**config.mk**
```make
export PLATFORM = sky130hd
export DESIGN_NAME = bcd_timer_counter
export DESIGN_NICKNAME = d
export VERILOG_FILES = /design/src/rtl/bcd_timer_counter.sv
export SDC_FILE = /design/constraint.sdc
export NUM_CORES = 1
export LEC_CHECK = 0
export ABC_AREA = 1
export ABC_CLOCK_PERIOD_IN_PS = 3800
export CAP_MARGIN = 10
export CORE_MARGIN = 3
export CORE_UTILIZATION = 65
export CTS_BUF_LIST = sky130_fd_sc_hd__clkbuf_8 sky130_fd_sc_hd__clkbuf_16
export CTS_CLUSTER_SIZE = 24
export DETAILED_ROUTE_END_ITERATION = 7
export DONT_BUFFER_PORTS = 1
export GPL_TIMING_DRIVEN = 0
export PLACE_DENSITY = 0.85
export SYNTH_ARGS = -nofsm -noshare
export SYNTH_HDL_FRONTEND = slang
export SYNTH_SLANG_ARGS = --single-unit
export TNS_END_PERCENT = 5
```
**constraint.sdc**
```tcl
create_clock -name clk -period 3.8 [get_ports clk]
set_clock_uncertainty 0.2 [all_clocks]
set_input_delay 0.38 -clock clk [delete_from_list [all_inputs] [get_ports clk]]
set_output_delay 0.38 -clock clk [all_outputs]
set_load 0.02 [all_outputs]
```
**src/rtl/bcd_timer_counter.sv**
```systemverilog
// Multi-decade BCD up/down counter with prescaler, terminal detection and wrap/hold.
// Every count digit stays in 0..9; loads are clamped to BCD on the way in.
module bcd_timer_counter #(
    parameter int DIGITS   = 2,
    parameter int TICK_DIV = 1
) (
    input  logic                clk,
    input  logic                rst_n,
    input  logic [4*DIGITS-1:0] i_init,
    input  logic                i_init_vld,
    input  logic                i_enable,
    input  logic                i_count_down,
    input  logic                i_wrap,
    output logic [4*DIGITS-1:0] o_value,
    output logic                o_carry,
    output logic                o_terminal
);

    localparam int W  = 4 * DIGITS;
    localparam int PW = (TICK_DIV > 1) ? $clog2(TICK_DIV) : 1;
    localparam logic [PW-1:0] PRESC_LAST = PW'(TICK_DIV - 1);

    logic [W-1:0]  value_r;
    logic [W-1:0]  value_nxt_s;
    logic [PW-1:0] presc_r;
    logic [PW-1:0] presc_nxt_s;
    logic          carry_r;
    logic          carry_nxt_s;
    logic          presc_last_s;
    logic          term_s;

    // Clamp every digit of a load value to at most 9.
    function automatic logic [W-1:0] clamp_bcd(input logic [W-1:0] v);
        logic [W-1:0] r;
        r = v;
        for (int d = 0; d < DIGITS; d++) begin
            if (v[4*d +: 4] > 4'd9) begin
                r[4*d +: 4] = 4'd9;
            end else begin
                r[4*d +: 4] = v[4*d +: 4];
            end
        end
        return r;
    endfunction

    // One BCD step with ripple across decades; at the terminal this naturally wraps.
    function automatic logic [W-1:0] bcd_step(input logic [W-1:0] v, input logic down);
        logic [W-1:0] r;
        logic [3:0]   digit;
        logic         prop;
        r    = v;
        prop = 1'b1;
        for (int d = 0; d < DIGITS; d++) begin
            digit = v[4*d +: 4];
            if (!prop) begin
                r[4*d +: 4] = digit;
            end else if (down) begin
                if (digit == 4'd0) begin
                    r[4*d +: 4] = 4'd9;
                end else begin
                    r[4*d +: 4] = digit - 4'd1;
                    prop        = 1'b0;
                end
            end else begin
                if (digit >= 4'd9) begin
                    r[4*d +: 4] = 4'd0;
                end else begin
                    r[4*d +: 4] = digit + 4'd1;
                    prop        = 1'b0;
                end
            end
        end
        return r;
    endfunction

    // True when every digit equals the terminal digit for the current direction.
    function automatic logic is_terminal(input logic [W-1:0] v, input logic down);
        logic       res;
        logic [3:0] tgt;
        tgt = down ? 4'd0 : 4'd9;
        res = 1'b1;
        for (int d = 0; d < DIGITS; d++) begin
            if (v[4*d +: 4] != tgt) begin
                res = 1'b0;
            end else begin
                res = res;
            end
        end
        return res;
    endfunction

    // Terminal detection and prescaler wrap point.
    always_comb begin
        presc_last_s = (presc_r == PRESC_LAST);
        term_s       = is_terminal(value_r, i_count_down);
    end

    // Next-state selection: load beats enable beats hold.
    always_comb begin
        value_nxt_s = value_r;
        presc_nxt_s = presc_r;
        carry_nxt_s = 1'b0;
        if (i_init_vld) begin
            value_nxt_s = clamp_bcd(i_init);
            presc_nxt_s = '0;
        end else if (i_enable) begin
            if (presc_last_s) begin
                presc_nxt_s = '0;
                if (term_s) begin
                    carry_nxt_s = 1'b1;
                    if (i_wrap) begin
                        value_nxt_s = bcd_step(value_r, i_count_down);
                    end else begin
                        value_nxt_s = value_r;
                    end
                end else begin
                    value_nxt_s = bcd_step(value_r, i_count_down);
                end
            end else begin
                presc_nxt_s = presc_r + PW'(1);
            end
        end else begin
            value_nxt_s = value_r;
        end
    end

    // State registers.
    always_ff @(posedge clk or negedge rst_n) begin
        if (!rst_n) begin
            value_r <= '0;
            presc_r <= '0;
            carry_r <= 1'b0;
        end else begin
            value_r <= value_nxt_s;
            presc_r <= presc_nxt_s;
            carry_r <= carry_nxt_s;
        end
    end

    assign o_value    = value_r;
    assign o_carry    = carry_r;
    assign o_terminal = term_s;

endmodule

```
==> impl_metrics.csv <==
group,metric,value,unit
detailed_routing,num_vias,1109,
synthesis,syn_nets,193,
synthesis,ys_types,26,
floorplan,dieArea,0.002105,mm^2
detailed_routing,wl,2.584,mm
sta,fin_crit,2251,ps
pwr,cellLeakagePower,0.6277,nW
critical_path,cp.arrival,1670,ps
min_path,hold_path_depth,2,
final_layout,fillers,102,
min_path,min_path_type,"input port to flop",
synthesis,ys_ff_latch,9,
critical_path,start_kind,"flop",
clock_tree,cts_tree,"done",
run_status,outcome,"finished clean",
final_layout,layout.nets,199,
detailed_routing,dr.pass1.iters,4,
synthesis,yosys.area_share.xor_xnor,0.02542,
synthesis,synth.avg_cell_area,6.009,um^2
grt,grt_antenna_before_repair,0,
synthesis,yosys.area_share.simple,0.4831,
detailed_routing,wire_per_inst,13.46,um
synthesis,synth_area_leader_cell,"nand2_1",
min_path,hold_path_end,"o_value[3]$_DFFE_PN0P_",
synthesis,synthAdderAreaFrac,0.08475,
clock_tree,root_buffer,"clkbuf_8",
placed_design,place_ws,1798,ps
synthesis,synth-compound-area-share,0.07869,
clock_tree,cts_hold_buf,1,
critical_path,r2r_cells,10,
final_layout,antenna-diode-count,0,
detailed_routing,antenna_left,0,
grt,grt_pass1_vias,1024,
pwr,powerDensity,540.6,mW/mm^2
final_layout,mostFrequentLayoutCell,"nand2_1",
sta,setup_tns,0,ps
placed_design,routabilityCongestion,0.8469,
floorplan,num_rows,13,
critical_path,r2r-start,"o_value[0]$_DFFE_PN0P_",
final_layout,syn2layout_area_growth,7.143,%
critical_path,r2r_setup_slack,1770,ps
synthesis,synth_top_family_by_area,"simple AND/OR/NAND/NOR gates",
placed_design,dp_hpwl,2.025,mm
synthesis,ys_seq_area_frac,0.2179,
sta,max_freq,444.2,MHz
grt,grt_pass1_wl,4.257,mm
sta,setup_slack,1549,ps
pwr,pwr-share-comb,0.517,
placed_design,numPortBuffers,0,
clock_tree,cts_resized,0,
synthesis,syn_area,0.001033,mm^2
sta,finalHoldViolCount,0,
final_layout,post_route_cells_drive_above_1_share,0.1412,
floorplan,start_util,0.7388,
critical_path,r2r-end,"o_value[6]$_DFFE_PN0P_",
pwr,peakVddDrop,0.5036,mV
sta,drv_slew,0,
sta,rsz0062_at_grt,"no",
synthesis,synth.area.mux_share,0,
synthesis,synth_top_area_frac,0.2397,
clock_tree,htreeDepth,1,
clock_tree,clk_pin_slew,40,ps
min_path,hp-start,"i_init[3]",
clock_tree,clk_latency,230,ps
critical_path,path_class,"flop to output port",
detailed_routing,drc,0,
clock_tree,numCtsBuffers,3,
pwr,clock_power_share,0.176,
grt,grt-ovfl-total,0,
pwr,p_total,598.6,uW
clock_tree,cts_sinks,9,
clock_tree,cts_setup_buffers,0,
flow_run,drv_cap,0,
grt,grt_usage,0.2884,
floorplan,pin_count,24,
sta,relSlewSlack,0.7023,
pwr,switchingPower,299.6,uW
floorplan,core,0.001399,mm^2
pwr,p_sw_frac,0.5005,
synthesis,syn_inst,172,
floorplan,dieWidth,45.88,um
sta,setup_viol_count_final,0,
final_layout,mostFrequentLayoutCells,"66 x nand2_1, 22 x nand3_1, 12 x inv_1, 12 x nor2_1",
sta,tightest_slew,446.5,ps
critical_path,critPathMaxFanout,8,
critical_path,crit_required,3220,ps
synthesis,yosysWarnings,0,
synthesis,ys_top_cells_by_area,"nand2_1 24%, dfrtp_1 22%, nand3_1 11%",
detailed_routing,dr.first_iter.drc_count,37,
critical_path,end_kind,"output port",
grt,grt_max_degree,11,
clock_tree,clockBufferDepth,2,
pwr,seqPwrFrac,0.307,
floorplan,die_h,45.88,um
detailed_routing,via_per_inst,5.776,
sta,period_share,0.5924,
pwr,internal_power,299.0,uW
==> cell families after synthesis <==
kind of cell	after synthesis
simple gates	113
buf+inv	26
compound gates	14
flops	9
fa+ha+maj	7
xor+xnor	3
==> power groups by stage <==
stage                     Sequential (mW)  Clock, mW  Combinational (mW)
after detailed placement            0.186          0               0.300
after global routing                0.190      0.112               0.352
after floorplan                     0.175          0               0.247
after global placement              0.184          0               0.288
final                               0.184      0.105               0.309
after CTS                           0.184      0.107               0.305
==> stage by stage <==
stage,instances,cell area (um^2),util,hold WS (ps)
floorplan,172,1033,-,-115.6
global placement,187,1052,0.7522,-115.4
detailed placement,187,1052,0.7522,-115.4
CTS,192,1107,0.7916,111.4
global route,192,1107,0.7916,133.2
finish,192,1107,0.7916,108.1
==> synthesized netlist by cell type (all sizes together) <==
master and n:
o21a 1, dfrtp 9, o21bai 1, ha 7
nor2 13, xnor2 2, a21oi 3, nand2 68
o211ai 1, nand4 4, nand3b 1, inv 20
nor3 2, buf 6, o21ai 8, xor2 1
nand3 25
==> state kept, by name, summed over array words and instances (netlist names) <==
| name | flops |
|---|---|
| o_value | 8 |
| o_carry | 1 |
==> critical path, cell delays in order (launching register included) <==
cell and delay, ps:
dfrtp_1 580, inv_2 100, nor2_1 170, nand3_1 90, a21oi_1 200, nand2_1 120
inv_1 170
==> layout make-up <==
cell class                      count  area [um^2]  share of cell area
Tap cell                           15        18.77             0.01695
Buffer                              6        38.79             0.03503
Inverter                           20        75.07             0.06780
Sequential cell                     9        225.2              0.2034
Timing Repair Buffer                1        10.01            0.009040
Clock buffer                        3        41.29             0.03729
Multi-Input combinational cell    137        694.4              0.6271
Clock inverter                      1        3.754            0.003390
==> worst max-delay path by stage <==
stage	startpoint	cells after the start	end	slack [ps]
6_report	o_value[3]$_DFFE_PN0P_	6	o_terminal	1550
5_1_grt	o_value[4]$_DFFE_PN0P_	6	o_terminal	1410
2_1_floorplan	o_value[2]$_DFFE_PN0P_	6	o_terminal	2030
4_1_cts	o_value[3]$_DFFE_PN0P_	6	o_terminal	1540
3_5_place_dp	o_value[3]$_DFFE_PN0P_	6	o_terminal	1800
3_3_place_gp	o_value[3]$_DFFE_PN0P_	6	o_terminal	1840
==> routing by layer <==
layer	part of all wire	up-vias	wire [um]	GRT usage
met3	0.10	7	265	0.1028
met5	0	-	0	0
met2	0.48	63	1249	0.4423
met1	0.39	473	1012	0.3463
li1	-	566	-	-
met4	0.022	0	57	0.1591
Note: power is estimated with default switching activity, not from simulation.
